--- config.mk ---
export PLATFORM = sky130hd
export DESIGN_NAME = uart_rx
export DESIGN_NICKNAME = d
export VERILOG_FILES = /design/src/rtl/uart_pkg.sv /design/src/rtl/uart_rx_sync.sv /design/src/rtl/uart_rx.sv
export SDC_FILE = /design/constraint.sdc
export NUM_CORES = 1
export LEC_CHECK = 0
export ABC_AREA = 1
export CAP_MARGIN = 20
export CORE_MARGIN = 2
export CORE_UTILIZATION = 44
export DETAILED_ROUTE_END_ITERATION = 10
export PLACE_DENSITY = 0.73
export SLEW_MARGIN = 20
export SYNTH_ARGS = -nofsm -noshare
export SYNTH_HDL_FRONTEND = slang
export SYNTH_SLANG_ARGS = --single-unit
--- constraint.sdc ---
create_clock -name clk -period 1.7 [get_ports clk]
set_input_delay 0.17 -clock clk [delete_from_list [all_inputs] [get_ports clk]]
set_output_delay 0.17 -clock clk [all_outputs]
set_load 0.03 [all_outputs]
--- src/rtl/uart_pkg.sv ---
// Shared UART definitions for the TX/RX pair.
//   rx_state_t           : receiver FSM state encoding
//   DATA_BITS            : payload bits per frame (8N1)
//   CLKS_PER_BIT_DEFAULT : default bit period in clk cycles, common to uart_tx and uart_rx
package uart_pkg;

  localparam int unsigned DATA_BITS            = 8;
  localparam int unsigned CLKS_PER_BIT_DEFAULT = 16;

  typedef enum logic [2:0] {
    IDLE,
    START,
    DATA,
    STOP,
    WAIT_IDLE
  } rx_state_t;

endpackage

--- src/rtl/uart_rx_sync.sv ---
// Two-flop synchroniser for an asynchronous input, reset to 1 (idle-high lines).
//   clk      : destination clock, rising edge
//   reset    : asynchronous, active-low reset
//   async_in : asynchronous input
//   sync_out : input retimed into the clk domain (two-cycle delay)
module uart_rx_sync (
  input  logic clk,
  input  logic reset,
  input  logic async_in,
  output logic sync_out
);

  logic meta;

  always_ff @(posedge clk or negedge reset) begin
    if (!reset) begin
      meta     <= 1'b1;
      sync_out <= 1'b1;
    end else begin
      meta     <= async_in;
      sync_out <= meta;
    end
  end

endmodule

--- src/rtl/uart_rx.sv ---
// 8N1 UART receiver. Samples each bit at mid-bit using a cycle counter.
//   clk          : system clock, rising edge
//   reset        : asynchronous, active-low reset
//   rx_in        : serial line, asynchronous, idle high
//   rx_data      : last correctly framed byte, held until the next good frame
//   rx_valid     : one-cycle pulse, rx_data is new in the same cycle
//   rx_frame_err : one-cycle pulse when the stop bit samples 0
//   rx_busy      : high whenever the FSM is not in IDLE
module uart_rx
  import uart_pkg::*;
#(
  parameter int unsigned CLKS_PER_BIT = CLKS_PER_BIT_DEFAULT
) (
  input  logic                 clk,
  input  logic                 reset,
  input  logic                 rx_in,
  output logic [DATA_BITS-1:0] rx_data,
  output logic                 rx_valid,
  output logic                 rx_frame_err,
  output logic                 rx_busy
);

  localparam int unsigned HALF_BIT = CLKS_PER_BIT / 2;

  rx_state_t            state, state_d;
  logic                 rx_sync;
  logic [15:0]          cnt;
  logic [2:0]           bit_idx;
  logic [DATA_BITS-1:0] shift;

  logic half_tick, bit_tick, last_bit;
  logic shift_en, frame_ok, frame_bad;

  uart_rx_sync u_sync (
    .clk      (clk),
    .reset    (reset),
    .async_in (rx_in),
    .sync_out (rx_sync)
  );

  assign half_tick = (cnt == 16'(HALF_BIT - 1));
  assign bit_tick  = (cnt == 16'(CLKS_PER_BIT - 1));
  assign last_bit  = (bit_idx == 3'(DATA_BITS - 1));

  // State register
  always_ff @(posedge clk or negedge reset) begin
    if (!reset) state <= IDLE;
    else        state <= state_d;
  end

  // Next-state logic
  always_comb begin
    state_d = state;
    unique case (state)
      IDLE:      if (!rx_sync) state_d = START;
      // A start bit that has gone high again by mid-bit is treated as a glitch.
      START:     if (half_tick) state_d = rx_sync ? IDLE : DATA;
      DATA:      if (bit_tick && last_bit) state_d = STOP;
      STOP:      if (bit_tick) state_d = rx_sync ? IDLE : WAIT_IDLE;
      // Hold off on a break so the low line is not taken as a new start bit.
      WAIT_IDLE: if (rx_sync) state_d = IDLE;
      default:   state_d = IDLE;
    endcase
  end

  // Output / control decode
  always_comb begin
    shift_en  = (state == DATA) && bit_tick;
    frame_ok  = (state == STOP) && bit_tick && rx_sync;
    frame_bad = (state == STOP) && bit_tick && !rx_sync;
    rx_busy   = (state != IDLE);
  end

  // Datapath: counters, shift register and registered output strobes
  always_ff @(posedge clk or negedge reset) begin
    if (!reset) begin
      cnt          <= '0;
      bit_idx      <= '0;
      shift        <= '0;
      rx_data      <= '0;
      rx_valid     <= 1'b0;
      rx_frame_err <= 1'b0;
    end else begin
      if (state_d != state || shift_en) cnt <= '0;
      else if (state != IDLE && state != WAIT_IDLE) cnt <= cnt + 16'd1;

      if (state == IDLE) bit_idx <= '0;
      else if (shift_en) bit_idx <= bit_idx + 3'd1;

      if (shift_en) shift[bit_idx] <= rx_sync;

      if (frame_ok) rx_data <= shift;
      rx_valid     <= frame_ok;
      rx_frame_err <= frame_bad;
    end
  end

endmodule

Yosys cells after proc, flatten, opt, wreduce, memory -nomap -nowiden --
Cells that the tools add are included.
Cells by class: $add $sub $neg 2, order comparisons 2, equality and inequality tests 9, multiplexer cells 15, reductions and logical operators 13
Operators by type and width (number):
- $mux W16 | 2
- $mux W3 | 8
- $add A16 B1 Y16 const B | 1
- $eq A16 B3 Y1 const B | 1
- $eq A16 B4 Y1 const B | 1
- $pmux W3 S5 | 1
- $bwmux W8 | 1
- $logic_and A1 B1 Y1 | 7
- $eq A3 B2 Y1 const B | 2
- $eq A3 B3 Y1 const B | 2
- $lt A3 B4 Y1 const B | 1
- $reduce_bool A2 Y1 | 2
- $add A3 B1 Y3 const B | 1
- $demux W1 S3 | 1
- $eq A3 B1 Y1 const B | 1
- $ge A3 B1 Y1 const B | 1
- $logic_not A3 Y1 | 1
- $ne A3 B3 Y1 | 1
- $ne A3 B3 Y1 const B | 1
- $reduce_bool A3 Y1 | 1
- $mux W2 | 1
- $logic_not A1 Y1 | 1
- $logic_or A1 B1 Y1 | 1
- $mux W1 | 1
Storage, ports and cells: register bits after elaboration 42, bits of input ports 3, output and inout port bits 11, logic and storage cells 50

Longest topological paths before layout --
Gate-level depths: netlist (run 1).
word-level depth 7, depth in mapped cells 13, gate-level depth less buffers 12

Modules after synthesis --
A second synthesis (run 1) with hierarchy kept.
Unflattened totals: cells, all modules 238, area, all modules 2135.8 um^2
By module, submodules not included:
- uart_rx | times used 1, cells each 236, area each 2083.2 um^2, sequential area each 1001.0 um^2
- uart_rx_sync | times used 1, cells each 2, area each 52.6 um^2, sequential area each 52.6 um^2

Least setup slack after synthesis (run 1) --
OpenSTA, ideal clock, no wires.
path kind reg2reg, from register state[1], to register cnt[11], library setup time 0.125 ns, arrival time 1.593 ns, required time 1.575 ns, slack -0.018 ns, cell stages (with the launch flop) 10, path buffers 1, period minus slack after synthesis 1.718 ns, cell sequence dfrtp_1 > nor2_2 > nand2_1 > nor2_1 > a21oi_2 > nand4_1 > nand2_1 > nand2_4 > buf_12 > nor2_4
Between the ends: elaborated cells between the ends (all ways) 19, classes of those cells eq/ne: 6; mux: 7; reduce/logical: 6
RTL lines:
- start, declared | line uart_rx.sv:25 | rx_state_t state, state_d;
- start signal, assigned | line uart_rx.sv:48 | else state <= state_d;
- $reduce_bool A3 Y1
- named net rx_busy | line uart_rx.sv:20 | output logic rx_busy
- $logic_and A1 B1 Y1 | line uart_rx.sv:85 | else if (state != IDLE && state != WAIT_IDLE) cnt <= cnt + 16'd1;
- $reduce_bool A2 Y1 (no line)
- end signal, assigned | line uart_rx.sv:85
- end, declared | line uart_rx.sv:27 | logic [15:0] cnt;
The timed path passes the listed nets, and every way through them passes these cells. A chain may end at the register's enable or synchronous reset.

Final worst setup path (run 1) --
from register cnt[0], to register cnt[14]
Between the ends: word-level cells in the longest chain between the ends 7, elaborated cells between the ends (all ways) 14, classes of those cells add/sub: 1; eq/ne: 3; mux: 6; reduce/logical: 4
Ends and longest elaborated chain:
- $eq A16 B4 Y1 | line uart_rx.sv:42 | assign bit_tick = (cnt == 16'(CLKS_PER_BIT - 1));
- $logic_and A1 B1 Y1 | line uart_rx.sv:58 | DATA: if (bit_tick && last_bit) state_d = STOP;
- $mux W3 | line uart_rx.sv:58
- $pmux W3 S5 | line uart_rx.sv:54 | unique case (state)
- $ne A3 B3 Y1 | line uart_rx.sv:84 | if (state_d != state || shift_en) cnt <= '0;
- $logic_or A1 B1 Y1 | line uart_rx.sv:84
- $mux W16 / $reduce_bool A2 Y1 (equally long branches)
Parallel ways exist; a longest one is shown, timed or not. The select of a mux whose other input is x is not followed.

==> results of run 1 <==
## through the flow
step / area (µm²) / TNS, ps / cells / hold slack (ps) / setup slack [ps]
after floorplan: 2128 / 0 / 238 / -125.6 / 64.89
after global placement: 2465 / 0 / 322 / 136.2 / 11.46
after detailed placement: 2465 / -256.7 / 322 / 143.9 / -32.73
after CTS: 2600 / 0 / 333 / 273.7 / 2.991
after global routing: 2708 / -685.1 / 339 / 276.9 / -83.10
final: 2708 / -3.743 / 339 / 279.2 / -3.743
## layout make-up
type | instances | share of cell area [%]
clock inverters | 2 | 0.4621
well taps | 54 | 2.495
multi-input cells | 167 | 37.75
inverters | 28 | 3.882
clock buffers | 6 | 3.050
repair buffers | 40 | 13.35
flip-flops and latches | 42 | 39.00
## timing repair
action                                 in CTS  in global routing
pin swaps                                   2                  6
setup endpoints to repair                  10                 18
resized for setup                           5                 16
endpoints found under the hold margin      18                  0
hold buffers                                1                  0
buffers inserted                            1                  6
gates cloned                                1                  0
## report_power, final
group	total, W	internal (W)	switching [W]
registers	0.00112	0.00105	0.0000670
logic	0.000956	0.000395	0.000562
clock network	0.000676	0.000326	0.000350
total	0.00275	0.00177	0.000978
## layer usage
layer  vias to the layer above  global-route usage, %
met3                        10                  3.292
li1                        842                      -
met1                       745                  20.16
met4                         0                  9.293
met2                        23                  26.98
met5                         -                      0
## flip-flops by register name, summed over array words and instances (netlist names)
register / cells
rx_data: 8
rx_valid: 1
bit_idx: 3
state: 3
u_sync.sync_out: 1
shift: 8
rx_frame_err: 1
cnt: 16
u_sync.meta: 1
## Yosys cell counts (all sizes together)
| cell | count |
|---|---|
| dfstp | 2 |
| nor4 | 2 |
| nand3 | 14 |
| buf | 1 |
| clkbuf | 1 |
| nor2 | 43 |
| mux2i | 1 |
| nand4 | 6 |
| xor2 | 10 |
| nand2 | 63 |
| a21oi | 3 |
| o211ai | 1 |
| inv | 28 |
| o22ai | 1 |
| xnor2 | 3 |
| nor3 | 5 |
| dfrtp | 40 |
| o21bai | 1 |
| ha | 3 |
| o21ai | 10 |
## path summary, 6_finish.rpt
kind / startpoint / end / cells past startpoint
worst max-delay path: cnt[0]$_DFFE_PN0P_ / cnt[14]$_DFFE_PN0P_ / 11
worst min-delay path: rx_in / u_sync.meta$_DFF_PN1_ / 1
worst max register to register: cnt[0]$_DFFE_PN0P_ / cnt[14]$_DFFE_PN0P_ / 11
worst min register to register: u_sync.meta$_DFF_PN1_ / u_sync.sync_out$_DFF_PN1_ / 0
max in group asynchronous: reset / u_sync.meta$_DFF_PN1_ / 3
min in group asynchronous: reset / rx_frame_err$_DFF_PN0_ / 2
## critical path, delay by kind of cell, from the launching register on
family | cells | cell delay (ps)
AO/OA/AOI/OAI | 1 | 110
adder cells (fa/ha/maj) | 1 | 190
flip-flops | 1 | 420
AND/OR/NAND/NOR | 8 | 750
buffers and inverters | 1 | 160
## cells by family after synthesis
family                     after synthesis  share of synthesized area (%)
xor gates and xnor gates                13                          5.356
adders and majority gates                3                          1.766
muxes                                    1                         0.4709
and+or+nand+nor                        133                          32.55
AOI/OAI and AO/OA                       16                          4.238
DFF                                     42                          49.56
buffers and inverters                   30                          6.062
==> impl_metrics.yaml, run 1 <==
floorplan:
  die_h_um: 73.51
  coreArea_mm2: 0.004692
  die_w_um: 73.51
  start_util_pct: 45.31
  die-area_mm2: 0.005403
  placementRows: 25
  pin_count: 14
route:
  vias_per_cell: 4.779
  dr_wl_met2_mm: 2.018
  topRoutingLayerUsed: "met4"
  firstDrtPassIters: 4
  wirelength_mm: 4.016
  via_count: 1620
  ant_nets: 0
  initialDrtViolationCount: 76
  wl_met3_um: 100
  drc: 0
  m1WireLength_mm: 1.790
  avgRoutedWirePerCell_um: 11.85
cts:
  ctsHtreeMaxLevel: 2
  cts_buffer_depth: 2
  cts_tree: "done"
  clock_latency_ps: 300
  cts_buffers: 5
  clockRootBuffer: "clkbuf_8"
  cts_num_sinks: 42
  path_clk_slew_ps: 80
worst_setup_path:
  cpPeakStageDelay_ps: 420
  path_cells: "ha_4 > nand3_4 > nor2_4 > nand2_4 > nand2_4 > o211ai_1 > nand2_2 > nor2_4 > nand2_4 > buf_12 > nor2_4"
  worst-path-max-fanout: 5
  cp.required_ps: 1940
  arrival_ps: 1940
  cp-end-kind: "flip-flop"
  path_class: "reg -> reg"
  cpMaxStageDelayCell: "dfrtp_1"
  r2r_slack_ps: -4
  start_kind: "flip-flop"
synthesis:
  syn_area_per_cell_um2: 8.932
  synth_top_area_share_pct: 47.09
  syn_inst: 238
  synth_cell_type_count: 30
  yosysWarnings: 0
  yosysSeqAreaShare_pct: 49.56
  synth_area_leaders: "dfrtp_1 47%, nand2_1 10%, nor2_4 6.9%"
  synth_seq_cells: 42
  syn-num-nets: 244
  syn-cell-area_mm2: 0.002126
  yosys.area.top_type: "dfrtp_1"
sta:
  max_slew_margin_pct: 70.02
  timing.final.ws_setup_ps: -3.743
  setup_viol: 1
  skew_ps: 6.039
  hold_viol: 0
  period_needed_ps: 1704
  worstMarginPinSlew_ps: 449.8
  fmax_mhz: 586.9
  final.period_utilization_pct: 100.2
  final_max_slew_viol_count: 0
  rsz0062_at_grt: "yes"
global_route:
  grt_first_pass_wirelength_mm: 6.713
  track_usage_pct: 16.47
  grt_remaining_overflow: 0
  grt_max_degree: 25
  antenna_found_initial: 0
  grt_pass1_vias: 1548
cells_and_area:
  register_area_mm2: 0.001056
  final_common_cell: "nand2_1"
  multiInputGateArea_mm2: 0.001022
  syn2layout_area_growth_pct: 27.37
  layout_common_cells: "54 x nand2_1, 38 x dfrtp_1, 26 x inv_1"
  final_util_pct: 57.71
  nets: 290
  fill_cells: 438
  insertedDiodeCount: 0
  drive_above_1_share_pct: 27.02
outcome:
  violations: "negative setup slack"
  status: "complete, but fails checks"
pwr:
  max-vdd-ir-drop_mv: 0.7374
  power.density_mw_per_mm2: 1016
  total_power_w: 0.002752
  p_leak_nw: 1.259
placed_design:
  gp_congestion: 0.9144
  dp.final_hpwl_mm: 2.731
  portBuffers: 13
min_path:
  hp-class: "in -> reg"
flow_run:
  maxCapViolCount: 0
(Power assumes the default switching activity.)
==> inputs of run 2 (changes only) <==
Settings changed: CORE_MARGIN 2 to default, RECOVER_POWER from default to 100, SYNTH_HIERARCHICAL from default to 1.
==> run 2 against run 1 <==
Against the previous run:
- the flow still finishes with violations (negative setup slack)
- sequential power barely moved
- wire length fell by 2.4%
- design area fell by 4.3%
- first-iteration DRC count rose by 33%
- clock skew rose by 2.0 ps
- fmax barely moved
- via count fell by 0.62%
- sequential share of layout area rose by 1.7 points
- critical endpoint is now cnt[10]$_DFFE_PN0P_
==> impl_metrics.yaml, run 2 <==
synthesis:
  synth_fa_ha_area_share_pct: 1.757
  synth.most_common_cell: "nand2_1"
  yosys.area_share.xor_xnor_pct: 5.741
  synth_compound_area_share_pct: 4.394
  synth_top_area_share_pct: 46.87
  yosysWarnings: 6
  yosysSeqAreaShare_pct: 49.33
  syn-num-nets: 244
  async_flop_share_pct: 100.0
  synth_top_family_by_area: "simple AND/OR/NAND/NOR gates"
  yosys.area.top_type: "dfrtp_1"
  synth_area_leaders: "dfrtp_1 47%, nand2_1 11%, nor2_4 7.4%"
  ys_top_cells_by_count: "60 x nand2_1, 40 x dfrtp_1, 27 x nor2_1"
  syn-cell-area_mm2: 0.002136
  synth-simple-area-share_pct: 33.27
  ys.flop_type: "dfrtp_1"
  synth_edf_count: 0
  synth.area.mux_share_pct: 0
  synth_cell_type_count: 31
  synth_seq_cells: 42
  syn_inst: 238
  syn_area_per_cell_um2: 8.974
pwr:
  p_sw_w: 0.001073
  swShare_pct: 37.55
  seq_power_share_pct: 39.2
  power_frac_comb_pct: 36.9
  power.density_mw_per_mm2: 1103
  p_leak_nw: 1.197
  max-vdd-ir-drop_mv: 0.9319
  clock_power_share_pct: 24.0
  p_int_w: 0.001784
sta:
  final_max_slew_viol_count: 0
  hold_viol: 0
  fmax_mhz: 586.8
  max_slew_margin_pct: 31.79
  skew_ps: 7.994
  holdWs_ps: 359.3
  worstMarginPinSlew_ps: 1023
  rsz0062_at_grt: "yes"
  final.period_utilization_pct: 100.2
  setup_viol: 1
  period_needed_ps: 1704
  timing.final.ws_setup_ps: -4.124
  fin_tns_setup_ps: -4.124
min_path:
  hp-class: "reg -> reg"
route:
  initialDrtViolationCount: 101
  vias_per_cell: 4.894
  wirelength_mm: 3.920
  via_count: 1610
  firstDrtPassIters: 4
  avgRoutedWirePerCell_um: 11.91
  ant_nets: 0
  drc: 0
global_route:
  antenna_found_initial: 0
  track_usage_pct: 17.49
  grt_remaining_overflow: 0
  grt_first_pass_wirelength_mm: 6.975
  grt_pass1_vias: 1584
  grt_max_degree: 43
cells_and_area:
  nets: 282
  syn2layout_area_growth_pct: 21.32
  largest_reg_flops: 16
  fill_cells: 414
  drive_above_1_share_pct: 23.47
  fin_area_mm2: 0.002591
  largest_register: "cnt"
  top_regs: "cnt (16), rx_data (8), shift (8)"
  final_common_cell: "nand2_1"
  final_util_pct: 57.53
  insertedDiodeCount: 0
  layout_common_cells: "60 x nand2_1, 39 x dfrtp_1, 25 x nor2_1"
worst_setup_path:
  start_kind: "flip-flop"
  cpPeakStageDelay_ps: 410
  arrival_ps: 1950
  cp.required_ps: 1940
  path_cells: "ha_4 > nand3_2 > nor2_4 > nand2_4 > a21oi_2 > nand4_1 > nand2_2 > nand2_4 > buf_12 > nor2_4"
  worst-path-max-fanout: 8
  path_class: "reg -> reg"
  cpMaxStageDelayCell: "dfrtp_1"
  cp-end-kind: "flip-flop"
cts:
  clock_latency_ps: 300
  cts_tree: "done"
  cts_buffers: 5
  path_clk_slew_ps: 90
  cts_num_sinks: 42
  ctsHtreeMaxLevel: 2
  clockRootBuffer: "clkbuf_8"
  cts_buffer_depth: 2
flow_run:
  maxCapViolCount: 0
outcome:
  violations: "negative setup slack"
  status: "complete, but fails checks"
placed_design:
  dpl_cell_area_mm2: 0.002457
  portBuffers: 13
  dp.final_hpwl_mm: 2.819
  gp_congestion: 0.8703
floorplan:
  placementRows: 24
  coreArea_mm2: 0.004504
  die_h_um: 71.67
  pin_count: 14
  start_util_pct: 47.42
  die_w_um: 71.67
  die-area_mm2: 0.005137
-- run 2: cell type report --
type / count / area (µm²) / share of cell area (%)
sequential: 42 / 1055 / 40.70
multi-input combinational: 170 / 987.2 / 38.10
timing repair buffer: 34 / 301.5 / 11.64
inverter: 23 / 88.84 / 3.428
clock buffer: 5 / 68.82 / 2.656
tap: 52 / 65.06 / 2.511
clock inverter: 3 / 25.02 / 0.9657
-- run 2: path summary, 6_finish.rpt --
check                           slack (ps)  cells after the start                   from                        end
max in group asynchronous              370                      3                  reset         state[2]$_DFF_PN0_
min in group asynchronous              640                      3                  reset     bit_idx[1]$_DFFE_PN0P_
worst max-delay path                    -4                     10     cnt[0]$_DFFE_PN0P_        cnt[10]$_DFFE_PN0P_
worst min-delay path                   360                      0  u_sync/meta$_DFF_PN1_  u_sync/sync_out$_DFF_PN1_
worst max register to register          -4                     10     cnt[0]$_DFFE_PN0P_        cnt[10]$_DFFE_PN0P_
worst min register to register         360                      0  u_sync/meta$_DFF_PN1_  u_sync/sync_out$_DFF_PN1_
-- run 2: through the flow --
stage	worst slack [ps]	total power (W)	std cells
floorplan	49.26	0.001846	238
global placement	32.89	0.002081	318
detailed placement	0.5687	0.002091	318
CTS	7.718	0.002767	327
global route	-117.1	0.003031	329
finish	-4.124	0.002857	329
-- run 2: power by group through the flow --
stage	logic, W	registers (W)	clock network (W)
floorplan	0.000726	0.00112	0
global placement	0.000958	0.00112	0
detailed placement	0.000967	0.00112	0
CTS	0.000967	0.00110	0.000696
global route	0.00117	0.00113	0.000737
finish	0.00105	0.00112	0.000685
-- run 2: timing repair --
action | CTS | global route
gates resized for setup | 2 | 7
endpoints found under the hold margin | 40 | 0
pin swaps | 2 | 3
setup endpoints to repair | 9 | 12
hold buffers | 1 | 0
setup buffers | 0 | 2
-- run 2: layer usage --
metal	share of wire [%]	vias to the layer above	GRT usage (%)
met5	0	-	0
met4	2.3	0	7.625
met3	3.4	9	3.376
met2	47	33	28.20
met1	47	739	23.03
li1	-	829	-
-- run 2: critical path, delay by kind of cell, from the launching register on --
family,cells,cell delay [ps]
AO/OA/AOI/OAI,1,140
adder cells (fa/ha/maj),1,160
buffers and inverters,1,170
flip-flops,1,410
AND/OR/NAND/NOR,7,780
-- run 2: cells by family after synthesis --
logic type | Yosys count
flops | 42
simple gates | 136
buf+inv | 26
xor+xnor | 14
fa+ha+maj | 3
compound gates | 17
